--- config.mk ---
export PLATFORM = sky130hd
export DESIGN_NAME = gpio_stream_reader
export DESIGN_NICKNAME = d
export VERILOG_FILES = /design/src/rtl/gpio_rd_pkg.sv /design/src/rtl/gpio_strobe_sync.sv /design/src/rtl/gpio_stream_reader.sv
export SDC_FILE = /design/constraint.sdc
export NUM_CORES = 1
export LEC_CHECK = 0
export ABC_AREA = 1
export BUFFER_PORTS_ARGS = -buffer_cell sky130_fd_sc_hd__buf_2
export CAP_MARGIN = 40
export CORE_AREA = 5 5 270 272
export DETAILED_ROUTE_END_ITERATION = 7
export DIE_AREA = 0 0 275 277
export RECOVER_POWER = 25
export SLEW_MARGIN = 0
export SYNTH_ARGS = -nofsm -noshare
export SYNTH_HDL_FRONTEND = slang
export SYNTH_HIERARCHICAL = 1
export SYNTH_SLANG_ARGS = --single-unit
--- constraint.sdc ---
create_clock -name clk -period 2.1 [get_ports clk]
set_input_delay 0.525 -clock clk [delete_from_list [all_inputs] [get_ports clk]]
set_output_delay 0.525 -clock clk [all_outputs]
set_load 0.05 [all_outputs]
--- src/rtl/gpio_rd_pkg.sv ---
// Shared constants, address map and FSM encoding for the GPIO stream reader.
// CPU word layout: [31] strobe, [23:16] address, [15:0] write data.
package gpio_rd_pkg;

    localparam int STROBE_BIT    = 31;
    localparam int ADDR_HI       = 23;
    localparam int ADDR_LO       = 16;
    localparam int WDATA_HI      = 15;
    localparam int WDATA_LO      = 0;
    localparam int CLEAR_ALL_BIT = 15;

    localparam logic [7:0] STREAM_BASE = 8'h00;
    localparam logic [7:0] STAT_BASE   = 8'h40;
    localparam logic [7:0] CHSTAT_BASE = 8'h80;
    localparam logic [7:0] CTRL_ADDR   = 8'hF0;

    typedef enum logic {
        IDLE,
        HOLD
    } state_e;

    // Each base sits on a 64-entry boundary, so the top two address bits pick the region.
    typedef enum logic [1:0] {
        REGION_STREAM = 2'b00,
        REGION_STAT   = 2'b01,
        REGION_CHSTAT = 2'b10,
        REGION_MISC   = 2'b11
    } region_e;

    function automatic region_e region_of(input logic [7:0] addr);
        return region_e'(addr[7:6]);
    endfunction

endpackage

--- src/rtl/gpio_strobe_sync.sv ---
// Two-flop synchronizer and rising-edge detector for the CPU strobe.
// An edge is only reported after a genuine synchronized low has been seen since reset.
module gpio_strobe_sync (
    input  logic clk,
    input  logic rst,
    input  logic strobe,
    output logic level,
    output logic rise
);

    logic       meta_q;
    logic       sync_q;
    logic       prev_q;
    logic [1:0] warm_q;
    logic       armed_q;

    // NOTE: sequential state uses non-blocking assignments so every flop samples pre-edge values.
    always_ff @(posedge clk or negedge rst) begin
        if (!rst) begin
            meta_q  <= 1'b0;
            sync_q  <= 1'b0;
            prev_q  <= 1'b0;
            warm_q  <= 2'b00;
            armed_q <= 1'b0;
        end else begin
            meta_q <= strobe;
            sync_q <= meta_q;
            prev_q <= sync_q;
            warm_q <= {warm_q[0], 1'b1};
            // sync_q only reflects the pin once warm_q[1] is set; before that it is the reset value.
            if (warm_q[1] && !sync_q)
                armed_q <= 1'b1;
        end
    end

    assign level = sync_q;
    assign rise  = sync_q & ~prev_q & armed_q;

endmodule

--- src/rtl/gpio_stream_reader.sv ---
// CPU-side GPIO readback of AXI-stream channels and status words, 16 bits per strobe.
// Each capture decodes one address, updates only the addressed channel, and latches the reply.
module gpio_stream_reader
    import gpio_rd_pkg::*;
#(
    parameter int NUM_CH   = 4,
    parameter int DATA_W   = 128,
    parameter int NUM_STAT = 4
) (
    input  logic                     clk,
    input  logic                     rst,
    input  logic [31:0]              gpio_in,
    output logic [15:0]              gpio_out,
    output logic                     gpio_ack,
    output logic                     gpio_valid,
    input  logic [NUM_CH*DATA_W-1:0] s_data,
    input  logic [NUM_CH-1:0]        s_valid,
    output logic [NUM_CH-1:0]        s_ready,
    input  logic [NUM_STAT*32-1:0]   stat_in
);

    localparam int BEATS  = DATA_W / 16;
    localparam int BEAT_W = (BEATS > 1) ? $clog2(BEATS) : 1;
    localparam logic [BEAT_W-1:0] LAST_BEAT = BEAT_W'(BEATS - 1);

    state_e state_q, state_d;

    logic strobe_level;
    logic strobe_rise;
    logic capture;

    logic [7:0]  addr;
    logic [15:0] wdata;
    logic        unused_bits;

    logic [BEAT_W-1:0] beat_q [NUM_CH];
    logic [NUM_CH-1:0] underflow_q;

    logic [15:0]       rd_data;
    logic              rd_valid;
    logic [NUM_CH-1:0] adv;
    logic [NUM_CH-1:0] uf_set;
    logic [NUM_CH-1:0] clr;
    logic [DATA_W-1:0] chan_word;
    logic [31:0]       stat_word;

    gpio_strobe_sync u_sync (
        .clk    (clk),
        .rst    (rst),
        .strobe (gpio_in[STROBE_BIT]),
        .level  (strobe_level),
        .rise   (strobe_rise)
    );

    assign addr        = gpio_in[ADDR_HI:ADDR_LO];
    assign wdata       = gpio_in[WDATA_HI:WDATA_LO];
    assign unused_bits = ^{gpio_in[30:24], wdata};
    assign capture     = (state_q == IDLE) && strobe_rise;
    assign gpio_ack    = (state_q == HOLD);

    always_ff @(posedge clk or negedge rst) begin
        if (!rst)
            state_q <= IDLE;
        else
            state_q <= state_d;
    end

    // NOTE: every signal written here is given a default first, so no path can infer a latch.
    always_comb begin
        state_d = state_q;
        case (state_q)
            IDLE:    if (strobe_rise)   state_d = HOLD;
            HOLD:    if (!strobe_level) state_d = IDLE;
            default: state_d = IDLE;
        endcase
    end

    // Address decode; an index past the configured channel/stat count falls through to 0, valid=1.
    always_comb begin
        rd_data   = '0;
        rd_valid  = 1'b1;
        adv       = '0;
        uf_set    = '0;
        clr       = '0;
        chan_word = '0;
        stat_word = '0;
        case (region_of(addr))
            REGION_STREAM: begin
                for (int k = 0; k < NUM_CH; k++) begin
                    if (addr[5:0] == 6'(k)) begin
                        if (s_valid[k]) begin
                            chan_word = s_data[k*DATA_W +: DATA_W];
                            rd_data   = 16'(chan_word >> (32'(beat_q[k]) * 16));
                            adv[k]    = 1'b1;
                        end else begin
                            rd_valid  = 1'b0;
                            uf_set[k] = 1'b1;
                        end
                    end
                end
            end
            REGION_STAT: begin
                for (int j = 0; j < NUM_STAT; j++) begin
                    if (addr[5:1] == 5'(j)) begin
                        stat_word = stat_in[j*32 +: 32];
                        rd_data   = addr[0] ? stat_word[31:16] : stat_word[15:0];
                    end
                end
            end
            REGION_CHSTAT: begin
                for (int k = 0; k < NUM_CH; k++) begin
                    if (addr[5:0] == 6'(k))
                        rd_data = {underflow_q[k], s_valid[k], 6'b0, 8'(beat_q[k])};
                end
            end
            default: begin
                if (addr == CTRL_ADDR)
                    clr = wdata[CLEAR_ALL_BIT] ? {NUM_CH{1'b1}} : wdata[NUM_CH-1:0];
            end
        endcase
    end

    // NOTE: the beat array is a handful of flops, so it is reset explicitly rather than left to a clear sequence.
    always_ff @(posedge clk or negedge rst) begin
        if (!rst) begin
            gpio_out    <= '0;
            gpio_valid  <= 1'b0;
            s_ready     <= '0;
            underflow_q <= '0;
            for (int k = 0; k < NUM_CH; k++)
                beat_q[k] <= '0;
        end else begin
            s_ready <= '0;
            if (capture) begin
                gpio_out   <= rd_data;
                gpio_valid <= rd_valid;
                for (int k = 0; k < NUM_CH; k++) begin
                    if (clr[k]) begin
                        beat_q[k]      <= '0;
                        underflow_q[k] <= 1'b0;
                    end else if (adv[k]) begin
                        if (beat_q[k] == LAST_BEAT) begin
                            beat_q[k]  <= '0;
                            s_ready[k] <= 1'b1;
                        end else begin
                            beat_q[k] <= beat_q[k] + 1'b1;
                        end
                    end
                    if (uf_set[k])
                        underflow_q[k] <= 1'b1;
                end
            end
        end
    end

endmodule
---- Yosys cells after proc, flatten, opt, wreduce, memory -nomap -nowiden ----
Cells that the tools add are included.
operators by class
  add/sub/neg operators ................... 4
  equal/unequal tests ..................... 13
  shifts and indexed selects .............. 4
  mux-type cells .......................... 86
  bitwise logic cells ..................... 4
  reductions and logical operators ........ 23
operators by type and width
  cell                                                                   number
  128-bit by 7-bit right shift with 16-bit output                        4
  16-bit two-way mux                                                     20
  16-bit case mux with 3 select lines                                    1
  1-bit two-way mux                                                      46
  3-bit two-way mux                                                      12
  4-bit two-way mux                                                      6
  2-bit AND reduction                                                    8
  2-bit nonzero test                                                     8
  3-bit by 1-bit adder with 3-bit output, second input constant          4
  3-bit equality test, second input constant                             4
  6-bit by 2-bit equality test with 1-bit output, second input constant  2
  5-bit by 2-bit equality test with 1-bit output, second input constant  2
  8-bit equality test, second input constant                             1
  6-bit by 1-bit equality test with 1-bit output, second input constant  1
  6-bit logical NOT                                                      1
  5-bit by 1-bit equality test with 1-bit output, second input constant  1
  5-bit logical NOT                                                      1
  3-bit OR reduction                                                     1
  1-bit AND                                                              2
  2-bit by 1-bit equality test with 1-bit output, second input constant  1
  2-bit equality test, second input constant                             1
  1-bit logical AND                                                      2
  2-bit logical NOT                                                      1
  1-bit inverter                                                         2
  other kinds (2)                                                        2
storage, ports and cells
  bits in registers ....................... 44
  input bits .............................. 678
  logic and storage cells ................. 151

---- Depth between registers and ports, before layout ----
  depth after elaboration ................. 10
  mapped depth ............................ 15
  depth with buffers taken out ............ 13

---- Hierarchy ----
Netlist, hierarchy kept.
modules (own cells, without submodules)
  module              instances  cells an instance  area each (um^2)
  gpio_stream_reader  1          1759               8570.7
  gpio_strobe_sync    1          13                 178.9

---- Least setup slack after synthesis ----
OpenSTA, ideal clock, no wires.
  path type ............................... input -> register
  from .................................... in gpio_in[20]
  to ...................................... reg beat_q[11] (netlist name)
  setup time .............................. 121 ps
  data arrival time ....................... 1641 ps
  data required time ...................... 1979 ps
  path slack .............................. 338 ps
  stages .................................. 10
  buffers on the path ..................... 1
  path through ............................ nor2_4 -> nand2_1 -> inv_2 -> nand2_2 -> nor2_4 -> buf_4 -> inv_2 -> o21ai_1 -> nand2_1 -> a22o_1
between the ends
  longest elaborated chain between the ends .. 5
  elaborated cells between the ends (all ways) .. 9
  classes of those cells .................. 1 x eq/ne; 5 x mux; 3 x reduce/logical
ends and longest elaborated chain
  item                                                             line                                                 source
  start, declared                                                  gpio_stream_reader.sv:12                             input logic [31:0] gpio_in,
  8-bit equality test / 6-bit logical NOT (equally long branches)  gpio_stream_reader.sv:117, gpio_stream_reader.sv:90
  4-bit two-way mux / 1-bit two-way mux (equally long branches)    gpio_stream_reader.sv:117, gpio_stream_reader.sv:90
  4-bit two-way mux                                                gpio_stream_reader.sv:87                             case (region_of(addr))
  2-bit nonzero test (no line)                                     -
  2-bit AND reduction (no line)                                    -
  end signal, assigned by index                                    gpio_stream_reader.sv:146                            beat_q[k] <= beat_q[k] + 1'b1;
  end, declared                                                    gpio_stream_reader.sv:36                             logic [BEAT_W-1:0] beat_q [NUM_CH];
Several ways; a longest one is shown, not always the timed one.
A chain may end at the register's enable or synchronous reset.

---- Worst setup path in the final report ----
  from .................................... reg beat_q[9] (netlist name)
  to ...................................... reg gpio_out[8]
between the ends
  longest elaborated chain between the ends .. 10
ends and longest elaborated chain
  item                                                 line                       source
  128-bit by 7-bit right shift with 16-bit output (*)  gpio_stream_reader.sv:93   rd_data = 16'(chan_word >> (32'(beat_q[k]) * 16));
  16-bit two-way mux (*)                               gpio_stream_reader.sv:91   if (s_valid[k]) begin
  16-bit two-way mux (*)                               gpio_stream_reader.sv:90   if (addr[5:0] == 6'(k)) begin
  16-bit two-way mux                                   gpio_stream_reader.sv:91
  16-bit two-way mux (*)                               gpio_stream_reader.sv:90
  16-bit two-way mux                                   gpio_stream_reader.sv:91
  16-bit two-way mux (*)                               gpio_stream_reader.sv:90
  16-bit two-way mux                                   gpio_stream_reader.sv:91
  16-bit two-way mux (*)                               gpio_stream_reader.sv:90
  16-bit case mux with 3 select lines (*)              gpio_stream_reader.sv:87
  end signal, assigned                                 gpio_stream_reader.sv:135  gpio_out <= rd_data;
  end, declared                                        gpio_stream_reader.sv:13   output logic [15:0] gpio_out,
Every way passes the cells marked *; elsewhere a longest branch is shown, timed or not.

==> metrics.yaml <==
routing:
  ant_nets: 0
  m1WireLength_mm: 26.04
  top_layer_used: "met5"
  drc: 0
  drtPass1Iterations: 5
  wl_met2_mm: 32.35
  via_per_inst: 4.169
  num_vias: 14244
  drt-initial-drc-count: 731
  dr_wl_met3_mm: 5.325
  wl_per_cell_um: 19.17
  wl_mm: 65.49
final_layout:
  design_area_um2: 14530
  syn_to_final_growth_pct: 66.01
  final_util: 0.2060
  finalNetCount: 3149
  drive_gt1_frac: 0.3685
clock_network:
  cts_hold_buf: 0
  cts_tree: "built"
  path_clk_slew_ns: 0.07
  clk_latency_ns: 0.30
  cts_buffers: 5
  h-tree-depth: 2
  clk_path_buf_depth: 2
  cts.sinks: 44
  cts_root_buf: "clkbuf_16"
sta:
  rsz0062_at_grt: "yes"
  worst_pin_slew_ns: 1.271
  period_needed_ns: 2.075
  fin_skew_ns: 0.01026
  max_clock_freq_mhz: 481.8
  whs_ns: 0.3339
  slew_headroom: 0.1527
  hold_viol_final: 0
  slew_viol_final: 0
  setup_tns_ns: 0
  finalSetupViolations: 0
  period_share: 0.9883
worst_setup_path:
  startpoint_type: "flop"
  cp.arrival_ns: 2.26
  critPathRequiredTime_ns: 2.29
  crit_top_cell: "nand2_1"
  cpPeakStageDelay_ns: 0.49
  path_max_fanout: 36
  worstSetupPathType: "reg -> reg"
  slowest_stage: "dfrtp_2"
  path_cells: "inv_6, buf_12, o21ai_0, o211ai_1, buf_4, nand3_1, nand3_2, nand2_1, nand2_1, nand2_1, nand2_1"
  endpoint_kind: "flop"
worst_hold_path:
  hp-class: "in -> reg"
power:
  pwr-share-comb: 0.532
  p_clk_frac: 0.222
  pwr-share-seq: 0.246
  sw_frac_of_total: 0.4092
  p_switching_w: 0.001560
  irDropWorstVdd_mv: 0.2563
  power.leakage_nw: 7.915
  p_int_w: 0.002252
  power_w: 0.003812
  power_density_nw_per_um2: 262.4
global_route:
  grt_use_total: 0.1592
  grt_pass1_wl_mm: 89.87
  grt_max_degree: 57
  grt_pass1_vias: 13750
  antenna_found_initial: 31
  grt_overflow: 0
die:
  chipHeight_um: 277
  initial_utilization: 0.1241
  die_w_um: 275
  ioPinCount: 700
  dieArea_um2: 76180
  core_area_um2: 70510
  num_rows: 98
placement:
  placed_area_um2: 14080
  gp_congestion: 0.8803
  io_buffers: 681
  hpwl_mm: 55.95
synth:
  postSynthCellCount: 1772
  synth_area_per_cell_um2: 4.938
  syn_nets: 2458
  synth_cell_types: 41
  synthesis.area_um2: 8750
  ys_ff_latch: 44
  yosysWarningCount: 6
  ys_seq_area_frac: 0.1258
outcome:
  outcome: "completed"
run:
  maxCapViolCount: 0
timing repair:
item / in CTS / in global routing
gates resized for setup: 24 / 38
endpoints found under the setup margin: 15 / 15
pin swaps: 2 / 3
setup buffers: 3 / 1
cloned: 1 / 0
power by group through the flow:
stage	registers [W]	clock network, W	logic [W]
global route	0.000943	0.000901	0.00225
global placement	0.000949	0	0.00203
finish	0.000937	0.000847	0.00203
detailed placement	0.000950	0	0.00202
CTS	0.000937	0.000866	0.00204
floorplan	0.00106	0	0.000769
sequential cells by signal, summed over array words and instances, names as in the netlist:
signal          cells
beat_q             12
u_sync/armed_q      1
s_ready             4
u_sync/warm_q       2
gpio_valid          1
u_sync/level        1
gpio_out           16
u_sync/meta_q       1
gpio_ack            1
u_sync/prev_q       1
underflow_q         4
path summary, 6_finish.rpt:
kind | end | cells after the start | slack (ns) | startpoint
min | u_sync/meta_q$_DFF_PN0_ | 1 | 0.33 | gpio_in[31]
max in group asynchronous | beat_q[3]$_DFFE_PN0P_ | 2 | 0.70 | rst
min in group asynchronous | u_sync/level$_DFF_PN0_ | 1 | 0.48 | rst
max reg2reg | gpio_out[8]$_DFFE_PN0P_ | 11 | 0.02 | beat_q[9]$_DFFE_PN0P_
min reg2reg | u_sync/level$_DFF_PN0_ | 0 | 0.35 | u_sync/meta_q$_DFF_PN0_
max | gpio_out[8]$_DFFE_PN0P_ | 11 | 0.02 | beat_q[9]$_DFFE_PN0P_
critical path: cells and delay by family, from the launching register on:
kind / cells / cell delay, ns
simple gates: 6 / 0.74
compound gates: 2 / 0.29
buf+inv: 3 / 0.44
flops: 1 / 0.49
area by class of cell:
| cell class | instances | area, um2 |
|---|---|---|
| diodes | 3 | 7.507 |
| clock buffers | 7 | 142.6 |
| clock inverters | 1 | 7.507 |
| fillers | 8158 | 55980 |
| inverters | 118 | 452.9 |
| multi-input cells | 1486 | 6857 |
| flip-flops and latches | 44 | 1106 |
| well taps | 950 | 1189 |
| repair buffers | 808 | 4763 |
metrics by stage:
step | instances | worst slack (ns)
after CTS | 3413 | 0.001795
final | 3417 | 0.02459
after detailed placement | 3401 | -0.5213
after global routing | 3415 | -0.05343
after floorplan | 1772 | 0.3379
after global placement | 3401 | -0.5181
Yosys cell counts (all sizes together):
cell,number,area share
conb,1,0.00043
mux2i,2,0.0023
or2,18,0.013
a21oi,89,0.051
dfrtp,44,0.13
a22oi,10,0.0086
o21bai,1,0.00086
nand3,319,0.18
clkinv,7,0.0030
a22o,2,0.0020
inv,111,0.048
nand2,668,0.29
o31ai,4,0.0061
ha,8,0.011
o221ai,2,0.0020
a211oi,1,0.00086
nor3,17,0.0097
clkbuf,57,0.024
o21ai,114,0.065
nor2,208,0.099
o22ai,4,0.0029
nand4,1,0.00072
buf,67,0.039
a21boi,3,0.0026
nor4,1,0.00072
o211ai,5,0.0043
a31oi,8,0.0057
placed cells by master, fill, tap and decap left out, types with 3 or more instances in the layout:
master / n
buf_12: 30
a31oi_1: 8
ha_1: 8
o21ai_1: 16
o21ai_0: 97
dfrtp_1: 40
buf_4: 94
a21oi_1: 87
nor2_4: 7
nand2_1: 656
inv_1: 100
nand2_2: 10
nand3_4: 3
buf_2: 680
nand3_2: 25
o211ai_1: 5
or2_2: 18
inv_2: 8
clkinv_1: 7
nor3_1: 17
nor2_1: 193
nor2_2: 7
nand3_1: 291
diode_2: 3
dfrtp_2: 4
a22oi_1: 10
clkbuf_16: 5
o22ai_1: 4
metal layers:
layer,vias to the layer above,GRT usage
li1,7107,-
met1,6322,0.1889
met2,674,0.2935
met3,113,0.03682
met4,28,0.02844
met5,-,0
logic make-up after synthesis:
group           after synthesis  synth area share
buf+inv                     242            0.1138
mux                           2          0.002288
fa+ha+maj                     8           0.01144
other cells                   1         0.0004286
compound gates              243            0.1520
flops                        44            0.1258
simple gates               1232            0.5942
No activity file was read; power rests on OpenSTA's default activity.
